### src/rtl/reorder_buffer_if.sv
// Dispatcher / CDB / commit bundle of the reorder buffer.
// master = environment side, slave = the reorder buffer itself.
interface reorder_buffer_if #(
  parameter int ROB_W  = 5,
  parameter int DATA_W = 32,
  parameter int REG_W  = 5
);
  logic              alloc_valid;
  logic [REG_W-1:0]  alloc_rd;
  logic [1:0]        alloc_type;
  logic              alloc_pred_taken;
  logic [ROB_W-1:0]  alloc_tag;
  logic              full;
  logic [ROB_W-1:0]  query_tag1, query_tag2;
  logic              query_ready1, query_ready2;
  logic [DATA_W-1:0] query_value1, query_value2;
  logic              wb_valid;
  logic [ROB_W-1:0]  wb_tag;
  logic [DATA_W-1:0] wb_value;
  logic              wb_taken;
  logic [31:0]       wb_redirect_pc;
  logic              commit_flag;
  logic [REG_W-1:0]  commit_rd;
  logic [DATA_W-1:0] commit_value;
  logic [ROB_W-1:0]  commit_tag;
  logic              store_commit;
  logic              rollback_flag;
  logic [31:0]       rollback_pc;

  modport master (
    output alloc_valid, alloc_rd, alloc_type, alloc_pred_taken,
           query_tag1, query_tag2,
           wb_valid, wb_tag, wb_value, wb_taken, wb_redirect_pc,
    input  alloc_tag, full, query_ready1, query_ready2, query_value1, query_value2,
           commit_flag, commit_rd, commit_value, commit_tag, store_commit,
           rollback_flag, rollback_pc
  );

  modport slave (
    input  alloc_valid, alloc_rd, alloc_type, alloc_pred_taken,
           query_tag1, query_tag2,
           wb_valid, wb_tag, wb_value, wb_taken, wb_redirect_pc,
    output alloc_tag, full, query_ready1, query_ready2, query_value1, query_value2,
           commit_flag, commit_rd, commit_value, commit_tag, store_commit,
           rollback_flag, rollback_pc
  );
endinterface

### src/rtl/reorder_buffer.sv
// Circular in-order retirement queue: tag allocation, CDB capture, in-order commit, flush on mispredict.
// Optional ROB_BYPASS_EN: operand queries also see the concurrent CDB broadcast.
module reorder_buffer #(
  parameter int ROB_DEPTH = 16,
  parameter int ROB_W     = 5,
  parameter int DATA_W    = 32,
  parameter int REG_W     = 5
) (
  input  logic            clk_in,
  input  logic            rst_in,
  input  logic            rdy_in,
  reorder_buffer_if.slave rob
);
  localparam int IDX_W = $clog2(ROB_DEPTH);
  localparam int CNT_W = IDX_W + 1;

  typedef struct packed {
    logic [1:0]        typ;
    logic [REG_W-1:0]  rd;
    logic              pred_taken;
    logic              taken;
    logic [DATA_W-1:0] value;
    logic [31:0]       redirect_pc;
  } entry_t;

  entry_t             ent [ROB_DEPTH];
  logic [ROB_DEPTH-1:0] busy, ready;
  logic [IDX_W-1:0]   head, tail;
  logic [CNT_W-1:0]   count;

  logic              commit_flag_q, store_commit_q, rollback_flag_q;
  logic [REG_W-1:0]  commit_rd_q;
  logic [DATA_W-1:0] commit_value_q;
  logic [ROB_W-1:0]  commit_tag_q;
  logic [31:0]       rollback_pc_q;

  function automatic logic tag_ok(input logic [ROB_W-1:0] t);
    return (t != '0) && (t <= ROB_W'(ROB_DEPTH));
  endfunction

  // tag t lives at index t-1; tag ROB_DEPTH wraps to the last index
  function automatic logic [IDX_W-1:0] tag2idx(input logic [ROB_W-1:0] t);
    return t[IDX_W-1:0] - IDX_W'(1);
  endfunction

  entry_t           head_ent;
  logic [IDX_W-1:0] wb_idx;
  logic             full, do_commit, do_rollback, do_alloc, do_wb;

  assign head_ent    = ent[head];
  assign wb_idx      = tag2idx(rob.wb_tag);
  assign full        = (count == CNT_W'(ROB_DEPTH));
  assign do_commit   = rdy_in && busy[head] && ready[head];
  assign do_rollback = do_commit && (head_ent.typ == 2'd1) &&
                       (head_ent.taken != head_ent.pred_taken);
  // full is the registered view, so a same-cycle retire never frees a slot early
  assign do_alloc    = rdy_in && rob.alloc_valid && !full && !do_rollback;
  assign do_wb       = rdy_in && rob.wb_valid && tag_ok(rob.wb_tag) &&
                       busy[wb_idx] && !do_rollback;

  always_ff @(posedge clk_in or posedge rst_in) begin
    if (rst_in) begin
      head            <= '0;
      tail            <= '0;
      count           <= '0;
      busy            <= '0;
      ready           <= '0;
      commit_flag_q   <= 1'b0;
      store_commit_q  <= 1'b0;
      rollback_flag_q <= 1'b0;
      commit_rd_q     <= '0;
      commit_value_q  <= '0;
      commit_tag_q    <= '0;
      rollback_pc_q   <= '0;
    end else begin
      commit_flag_q   <= 1'b0;
      store_commit_q  <= 1'b0;
      rollback_flag_q <= 1'b0;
      if (do_commit) begin
        commit_flag_q  <= 1'b1;
        commit_rd_q    <= (head_ent.typ == 2'd2) ? '0 : head_ent.rd;
        commit_value_q <= head_ent.value;
        commit_tag_q   <= ROB_W'(head) + ROB_W'(1);
        store_commit_q <= (head_ent.typ == 2'd2);
      end
      if (do_rollback) begin
        rollback_flag_q <= 1'b1;
        rollback_pc_q   <= head_ent.redirect_pc;
        head            <= '0;
        tail            <= '0;
        count           <= '0;
        busy            <= '0;
        ready           <= '0;
      end else begin
        if (do_alloc) begin
          busy[tail]  <= 1'b1;
          ready[tail] <= 1'b0;
          tail        <= tail + IDX_W'(1);
        end
        if (do_wb) ready[wb_idx] <= 1'b1;
        if (do_commit) begin
          busy[head] <= 1'b0;
          head       <= head + IDX_W'(1);
        end
        count <= count + CNT_W'(do_alloc) - CNT_W'(do_commit);
      end
    end
  end

  // payload needs no reset: it is only observed through busy/ready
  always_ff @(posedge clk_in) begin
    if (do_alloc) begin
      ent[tail].typ        <= rob.alloc_type;
      ent[tail].rd         <= rob.alloc_rd;
      ent[tail].pred_taken <= rob.alloc_pred_taken;
    end
    if (do_wb) begin
      ent[wb_idx].value       <= rob.wb_value;
      ent[wb_idx].taken       <= rob.wb_taken;
      ent[wb_idx].redirect_pc <= rob.wb_redirect_pc;
    end
  end

  logic [1:0][ROB_W-1:0]  q_tag;
  logic [1:0]             q_rdy;
  logic [1:0][DATA_W-1:0] q_val;

  assign q_tag[0] = rob.query_tag1;
  assign q_tag[1] = rob.query_tag2;

  for (genvar k = 0; k < 2; k++) begin : g_query
    logic [IDX_W-1:0]  qi;
    logic              hit, rdy_k;
    logic [DATA_W-1:0] val_k;
    always_comb begin
      qi    = tag2idx(q_tag[k]);
      hit   = tag_ok(q_tag[k]) && busy[qi];
      rdy_k = 1'b0;
      val_k = '0;
      if (hit && ready[qi]) begin
        rdy_k = 1'b1;
        val_k = ent[qi].value;
      end
`ifdef ROB_BYPASS_EN
      if (hit && rob.wb_valid && (rob.wb_tag == q_tag[k])) begin
        rdy_k = 1'b1;
        val_k = rob.wb_value;
      end
`endif
    end
    assign q_rdy[k] = rdy_k;
    assign q_val[k] = val_k;
  end

  assign rob.query_ready1  = q_rdy[0];
  assign rob.query_ready2  = q_rdy[1];
  assign rob.query_value1  = q_val[0];
  assign rob.query_value2  = q_val[1];
  assign rob.alloc_tag     = ROB_W'(tail) + ROB_W'(1);
  assign rob.full          = full;
  assign rob.commit_flag   = commit_flag_q;
  assign rob.commit_rd     = commit_rd_q;
  assign rob.commit_value  = commit_value_q;
  assign rob.commit_tag    = commit_tag_q;
  assign rob.store_commit  = store_commit_q;
  assign rob.rollback_flag = rollback_flag_q;
  assign rob.rollback_pc   = rollback_pc_q;
endmodule

### src/flat_wrapper.sv
// flat-port wrapper written by rule: the top's interface ports become plain ports
module reorder_buffer_flat 
#(
  parameter int ROB_DEPTH = 16,
  parameter int ROB_W     = 5,
  parameter int DATA_W    = 32,
  parameter int REG_W     = 5
)
  (clk_in, rst_in, rdy_in, rob_alloc_valid, rob_alloc_rd, rob_alloc_type, rob_alloc_pred_taken, rob_query_tag1, rob_query_tag2, rob_wb_valid, rob_wb_tag, rob_wb_value, rob_wb_taken, rob_wb_redirect_pc, rob_alloc_tag, rob_full, rob_query_ready1, rob_query_ready2, rob_query_value1, rob_query_value2, rob_commit_flag, rob_commit_rd, rob_commit_value, rob_commit_tag, rob_store_commit, rob_rollback_flag, rob_rollback_pc);
  reorder_buffer_if #(.ROB_W(ROB_W), .DATA_W(DATA_W), .REG_W(REG_W)) rob_i ();
  input  logic clk_in;
  input  logic rst_in;
  input  logic rdy_in;
  input wire logic [$bits(rob_i.alloc_valid)-1:0] rob_alloc_valid;
  input wire logic [$bits(rob_i.alloc_rd)-1:0] rob_alloc_rd;
  input wire logic [$bits(rob_i.alloc_type)-1:0] rob_alloc_type;
  input wire logic [$bits(rob_i.alloc_pred_taken)-1:0] rob_alloc_pred_taken;
  input wire logic [$bits(rob_i.query_tag1)-1:0] rob_query_tag1;
  input wire logic [$bits(rob_i.query_tag2)-1:0] rob_query_tag2;
  input wire logic [$bits(rob_i.wb_valid)-1:0] rob_wb_valid;
  input wire logic [$bits(rob_i.wb_tag)-1:0] rob_wb_tag;
  input wire logic [$bits(rob_i.wb_value)-1:0] rob_wb_value;
  input wire logic [$bits(rob_i.wb_taken)-1:0] rob_wb_taken;
  input wire logic [$bits(rob_i.wb_redirect_pc)-1:0] rob_wb_redirect_pc;
  output wire logic [$bits(rob_i.alloc_tag)-1:0] rob_alloc_tag;
  output wire logic [$bits(rob_i.full)-1:0] rob_full;
  output wire logic [$bits(rob_i.query_ready1)-1:0] rob_query_ready1;
  output wire logic [$bits(rob_i.query_ready2)-1:0] rob_query_ready2;
  output wire logic [$bits(rob_i.query_value1)-1:0] rob_query_value1;
  output wire logic [$bits(rob_i.query_value2)-1:0] rob_query_value2;
  output wire logic [$bits(rob_i.commit_flag)-1:0] rob_commit_flag;
  output wire logic [$bits(rob_i.commit_rd)-1:0] rob_commit_rd;
  output wire logic [$bits(rob_i.commit_value)-1:0] rob_commit_value;
  output wire logic [$bits(rob_i.commit_tag)-1:0] rob_commit_tag;
  output wire logic [$bits(rob_i.store_commit)-1:0] rob_store_commit;
  output wire logic [$bits(rob_i.rollback_flag)-1:0] rob_rollback_flag;
  output wire logic [$bits(rob_i.rollback_pc)-1:0] rob_rollback_pc;
  assign rob_i.alloc_valid = rob_alloc_valid;
  assign rob_i.alloc_rd = rob_alloc_rd;
  assign rob_i.alloc_type = rob_alloc_type;
  assign rob_i.alloc_pred_taken = rob_alloc_pred_taken;
  assign rob_i.query_tag1 = rob_query_tag1;
  assign rob_i.query_tag2 = rob_query_tag2;
  assign rob_i.wb_valid = rob_wb_valid;
  assign rob_i.wb_tag = rob_wb_tag;
  assign rob_i.wb_value = rob_wb_value;
  assign rob_i.wb_taken = rob_wb_taken;
  assign rob_i.wb_redirect_pc = rob_wb_redirect_pc;
  assign rob_alloc_tag = rob_i.alloc_tag;
  assign rob_full = rob_i.full;
  assign rob_query_ready1 = rob_i.query_ready1;
  assign rob_query_ready2 = rob_i.query_ready2;
  assign rob_query_value1 = rob_i.query_value1;
  assign rob_query_value2 = rob_i.query_value2;
  assign rob_commit_flag = rob_i.commit_flag;
  assign rob_commit_rd = rob_i.commit_rd;
  assign rob_commit_value = rob_i.commit_value;
  assign rob_commit_tag = rob_i.commit_tag;
  assign rob_store_commit = rob_i.store_commit;
  assign rob_rollback_flag = rob_i.rollback_flag;
  assign rob_rollback_pc = rob_i.rollback_pc;
  reorder_buffer #(.ROB_DEPTH(ROB_DEPTH), .ROB_W(ROB_W), .DATA_W(DATA_W), .REG_W(REG_W)) u_core (.clk_in(clk_in), .rst_in(rst_in), .rdy_in(rdy_in), .rob(rob_i));
endmodule
### config.mk
export PLATFORM = sky130hd
export DESIGN_NAME = reorder_buffer_flat
export DESIGN_NICKNAME = d
export VERILOG_FILES = /design/src/rtl/reorder_buffer_if.sv /design/src/rtl/reorder_buffer.sv /design/src/flat_wrapper.sv
export SDC_FILE = /design/constraint.sdc
export NUM_CORES = 2
export LEC_CHECK = 0
export ABC_AREA = 1
export ABC_CLOCK_PERIOD_IN_PS = 3770
export BUFFER_PORTS_ARGS = -buffer_cell sky130_fd_sc_hd__buf_2
export CORE_UTILIZATION = 36
export CTS_CLUSTER_SIZE = 16
export DETAILED_ROUTE_END_ITERATION = 8
export SLEW_MARGIN = 40
export SYNTH_ARGS = -nofsm -noshare
export SYNTH_HDL_FRONTEND = slang
export SYNTH_SLANG_ARGS = --single-unit
### constraint.sdc
create_clock -name clk_in -period 3.77 [get_ports clk_in]
set_clock_uncertainty 0.2 [all_clocks]
set_input_delay 0.377 -clock clk_in [delete_from_list [all_inputs] [get_ports clk_in]]
set_output_delay 0.377 -clock clk_in [all_outputs]
set_load 0.005 [all_outputs]
Word level (Yosys, flattened, before mapping)
Memories as Yosys holds them, arrays and structs flattened.
Cells that the tools add are included.
{ "totals": {"register_bits": 122, "mem_bits_rw": 1168, "mem_count": 1, "wordCells": 116, "output_inout_bits": 149, "inputBits": 93} }
{ "memory_table": {"columns": ["name", "words", "word_bits", "rd", "rd_clocked_by_memory_dff", "wr", "line", "source"], "rows": [
  ["u_core.ent", 16, 73, 3, 0, 2, "reorder_buffer.sv:26", "entry_t ent [ROB_DEPTH];"]
]} }
{ "op_classes": {"n_lt_le_gt_ge": 11, "reduce_logical": 28, "add_sub_neg": 9, "eq_ne": 4, "bitwise_logic": 6, "n_mux": 45} }
{ "op_table": {"columns": ["cell", "n"], "rows": [
  ["$mux W16", 8],
  ["$mux W32", 2],
  ["$and A16 B16 Y16", 2],
  ["$not A16 Y16", 2],
  ["$or A16 B16 Y16", 2],
  ["$bmux W1 S4", 7],
  ["$lt A4 B5 Y1 const B", 5],
  ["$logic_and A1 B1 Y1", 21],
  ["$mux W1", 19],
  ["$mux W4", 4],
  ["$le A5 B5 Y1 const B", 3],
  ["$reduce_bool A5 Y1", 3],
  ["$demux W1 S4", 3],
  ["$ge A4 B1 Y1 const B", 3],
  ["$sub A4 B1 Y4 const B", 3],
  ["$add A4 B1 Y5 const B", 2],
  ["$mux W5", 2],
  ["$add A4 B1 Y4 const B", 2],
  ["$add A5 B1 Y5", 1],
  ["$eq A5 B5 Y1 const B", 1],
  ["$sub A5 B1 Y5", 1],
  ["$reduce_bool A2 Y1", 2],
  ["$eq A2 B1 Y1 const B", 1],
  ["$eq A2 B2 Y1 const B", 1],
  ["other kinds (2)", 3]
]} }

Longest topological paths before layout
{ "depth": {"depth_word": 13, "depth_mapped": 25} }

Least setup slack after synthesis
Ideal clock, no wire load.
{ "synth_path": {"kind": "input port to flip-flop", "startpoint": "input port rob_wb_tag[0]", "endpoint": "memory u_core.ent[10][0] (netlist bit), enable pin", "required_time_ps": 3151, "arrival_ps": 3108, "setup_ps": 419, "slack_ps": 43, "n_path_buf": 1, "path_stages": 12, "cell_sequence": "inv_1 ha_1 inv_1 a21oi_1 o21ai_0 nand3_1 nand3_1 nand2_1 nor2_1 buf_2 nand4_1 inv_1"} }
{ "synth_rtl": {"columns": ["element", "line", "source"], "rows": [
  ["start, declared", "flat_wrapper.sv:21", "input wire logic [$bits(rob_i.wb_tag)-1:0] rob_wb_tag;"],
  ["end, declared", "reorder_buffer.sv:26", null]
]} }

Worst setup path after layout
{ "layout_path": {"startpoint": "register u_core.busy[3]", "endpoint": "output port rob_query_value2[22]"} }
{ "layout_between": {"elab_chain_cells": 5} }
{ "layout_rtl": {"columns": ["element", "line", "source"], "rows": [
  ["start, declared", "reorder_buffer.sv:27", "logic [ROB_DEPTH-1:0] busy, ready;"],
  ["start signal, assigned", "reorder_buffer.sv:66", "busy <= '0;"],
  ["start signal, assigned", "reorder_buffer.sv:92", "busy <= '0;"],
  ["start signal, assigned by index", "reorder_buffer.sv:96", "busy[tail] <= 1'b1;"],
  ["$bmux W1 S4", "reorder_buffer.sv:137", "hit = tag_ok(q_tag[k]) && busy[qi];"],
  ["$mux W1 (not written as such)", "reorder_buffer.sv:137", null],
  ["$logic_and A1 B1 Y1", "reorder_buffer.sv:137", null],
  ["$logic_and A1 B1 Y1", "reorder_buffer.sv:140", "if (hit && ready[qi]) begin"],
  ["$mux W32", "reorder_buffer.sv:140", null],
  ["end, declared", "flat_wrapper.sv:30", "output wire logic [$bits(rob_i.query_value2)-1:0] rob_query_value2;"]
]} }
No other way between the ends. The select of a mux whose other input is x is not followed.

==> results.py <==
metrics = {
    "worst_setup_path": {
        "cp.required_ps": 3190,
        "critPathCaptureType": "output pin",
        "start_kind": "register",
        "crit_type": "reg2out",
        "critPathSlowestCell": "o311ai_0",
        "critPathMaxStageDelay_ps": 460,
        "crit_chain": "inv_1, o311ai_0, nand3_1, nand3_1, nand3_2, buf_4, nor3_2, buf_4, buf_2",
        "reg2reg_slack_ps": 340,
        "crit_arrival_ps": 3110,
        "path_max_fanout": 14,
    },
    "route": {
        "wl_per_cell_um": 23.9,
        "via_per_inst": 5.77,
        "finalWirelength_mm": 204,
        "drt_iter0_markers": 6542,
        "vias": 49300,
        "drtAntennaViolNets": 0,
        "drc": 0,
        "dr.pass1.iters": 8,
    },
    "sta": {
        "max_freq_ghz": 0.271,
        "setup_viol": 0,
        "post-route-period-util": 0.979,
        "finalHoldViolations": 0,
        "slew_headroom": 0.385,
        "rsz0062_at_grt": "no",
        "worst_pin_slew_ps": 923,
        "timing.hold.ws_ps": 127,
        "post-route-min-period_ps": 3690,
        "finalSetupTns_ps": 0,
        "slew_viol_final": 0,
    },
    "cts": {
        "cts_setup_buffers": 0,
        "htreeDepth": 4,
        "cts_made_buffers": 143,
        "cts_buffer_depth": 3,
        "cts_sinks": 1290,
        "clk_latency_ps": 800,
        "ctsRootBufferMaster": "clkbuf_16",
        "cts_tree": "yes",
        "path_clk_slew_ps": 60,
    },
    "placed_design": {
        "dp_hpwl_mm": 117,
        "gp_congestion": 0.899,
        "port-buffer-count": 241,
    },
    "grt": {
        "grt_pass1_vias": 45200,
        "use_met3": 0.0428,
        "antenna_found_initial": 17,
        "use_met1": 0.312,
        "grt_pass1_wl_mm": 297,
        "overflow": 0,
        "grt_max_degree": 217,
        "met2_usage": 0.371,
        "busiest_layer": "met2",
        "track_usage": 0.233,
    },
    "cells_and_area": {
        "multi_input_area_sq_um": 19000,
        "drive_gt1_frac": 0.110,
        "syn_to_final_growth_pct": 16.7,
        "seq_area_sq_um": 38100,
        "fillerInstances": 15700,
        "fin_nets": 6329,
    },
    "floorplanning": {
        "die_h_um": 412,
        "initial_core_util": 0.363,
        "dieWidth_um": 412,
        "dieArea_sq_um": 170000,
        "core_area_sq_um": 167000,
        "rows": 150,
        "ioPinCount": 242,
    },
    "synth": {
        "syn_area_per_cell_sq_um": 10.0,
        "netlist.area_leader.share": 0.579,
        "post-synth-top-area-cell": "edfxtp_1",
        "syn_area_sq_um": 60600,
        "synth_seq_cells": 1290,
        "synthTopCellsByArea": "edfxtp_1 (58%), o21ai_0 (8.5%), a21oi_1 (5.3%), dfrtp_1 (5.0%), nand2_1 (5.0%)",
        "syn_nets": 6151,
        "netlist_instances": 6034,
        "ys_seq_area_frac": 0.629,
        "ys_warn_count": 0,
        "netlist-cell-type-count": 41,
    },
    "power": {
        "p_per_area_nw_per_um2": 642,
        "power_leakage_nw": 25.7,
        "p_total_mw": 45.4,
        "ir_drop_mv": 0.730,
    },
    "job": {
        "maxCapViolCount": 0,
    },
    "min_path": {
        "min_path_type": "in2reg",
    },
    "outcome": {
        "status": "complete, no violations",
    },
}
## repair_timing
item	in CTS	in global routing
resized for setup	1	1
setup endpoints to repair	1	1
hold buffers	77	0
pin swaps	0	0
endpoints found under the hold margin	1294	0
## worst max-delay path, delay by kind of cell (launching register included)
kind	cells	cell delay [ps]
flip-flops	1	370
buffers and inverters	4	710
AND/OR/NAND/NOR	4	760
AO/OA/AOI/OAI	1	460
## placed cells by master, fill, tap and decap left out, types with 12 or more instances in the layout
cell              n
a211oi_1         29
a21oi_1         643
a31oi_1         115
buf_12           80
buf_2           239
buf_4           101
clkbuf_1         42
clkbuf_16       143
clkbuf_8         15
clkinv_1         23
clkinv_2         15
dfrtp_1         120
dlygate4sd3_1    77
edfxtp_1       1168
ha_1             22
inv_1           371
inv_4            18
nand2_1         813
nand3_1         170
nand3_2          18
nand4_1          19
nor2_1          517
nor3_1           54
o211ai_1        131
o21ai_0        1024
o21ai_1          70
o221ai_1         12
o22ai_1         168
## synthesized netlist by cell type
cell type     n
edfxtp_1   1168
o21ai_0    1025
nand2_1     813
a21oi_1     643
nor2_1      519
inv_1       391
clkbuf_1    301
nand3_1     171
o22ai_1     168
o211ai_1    131
dfrtp_1     122
a31oi_1     115
buf_2        98
o21ai_1      69
nor3_1       55
buf_1        52
a211oi_1     29
ha_1         23
nand4_1      19
nand3_2      17
buf_4        15
inv_2        14
o221ai_1     12
o31ai_1      10
a32o_1        8
a22oi_1       7
buf_6         6
o311ai_0      6
xor2_1        6
xnor2_1       4
a22o_1        3
clkinv_1      2
nand2_2       2
nor2_2        2
o2111a_1      2
a21oi_2       1
fa_1          1
nor4_1        1
or3_1         1
xnor2_2       1
xor2_2        1
## final timing paths
path                                          from                    endpoint  depth (start not counted)
max                                 u_core.busy[3]        rob_query_value2[22]                          9
min                                  rob_wb_tag[1]             u_core.ready[6]                          4
max reg2reg                         u_core.head[0]           u_core.ent[9][22]                         15
min reg2reg                u_core.rob.commit_rd[0]     u_core.rob.commit_rd[0]                          2
max in group asynchronous                   rst_in              u_core.head[1]                          5
min in group asynchronous                   rst_in  u_core.rob.commit_value[3]                          4
## per-layer routing
metal | vias to the layer above | share of wire
met5 | - | 0.00054
met4 | 18 | 0.041
met3 | 546 | 0.091
met2 | 2788 | 0.46
li1 | 22100 | -
met1 | 23900 | 0.41
## state kept, by name, summed over array words and instances, names as in the netlist
signal,flops
u_core.busy,16
u_core.count,5
u_core.ent,1168
u_core.head,4
u_core.ready,16
u_core.rob.commit_flag,1
u_core.rob.commit_rd,5
u_core.rob.commit_tag,5
u_core.rob.commit_value,32
u_core.rob.rollback_flag,1
u_core.rob.rollback_pc,32
u_core.rob.store_commit,1
u_core.tail,4
## power breakdown
part	internal, mW	total, mW	switching [mW]
registers	16.4	17.1	0.701
clock network	8.09	14.1	5.98
logic	4.36	14.3	9.92
total	28.8	45.4	16.6
## through the flow
step	area (sq um)	worst slack (ps)	util	cells
final	70700	79.2	0.423	8544
after detailed placement	65200	134	0.390	8191
after global routing	70700	6.38	0.423	8541
after CTS	70600	92.3	0.422	8535
after global placement	65100	75.5	0.389	8190
after floorplan	60600	43.4	-	6034
## cell type report
class	count	area share
Clock buffer	200	0.0557
Tap cell	2204	0.0390
Inverter	407	0.0226
Timing Repair Buffer	505	0.0632
Sequential cell	1290	0.539
Clock inverter	67	0.0109
Multi-Input combinational cell	3865	0.269
Antenna cell	6	0.000212
## kinds of logic after synthesis
group,synth area share
XOR/XNOR,0.00198
buffers and inverters,0.0581
adder cells (fa/ha/maj),0.00508
AND/OR/NAND/NOR,0.107
flip-flops,0.629
AO/OA/AOI/OAI,0.199
Power figures use the tool's default switching activity.
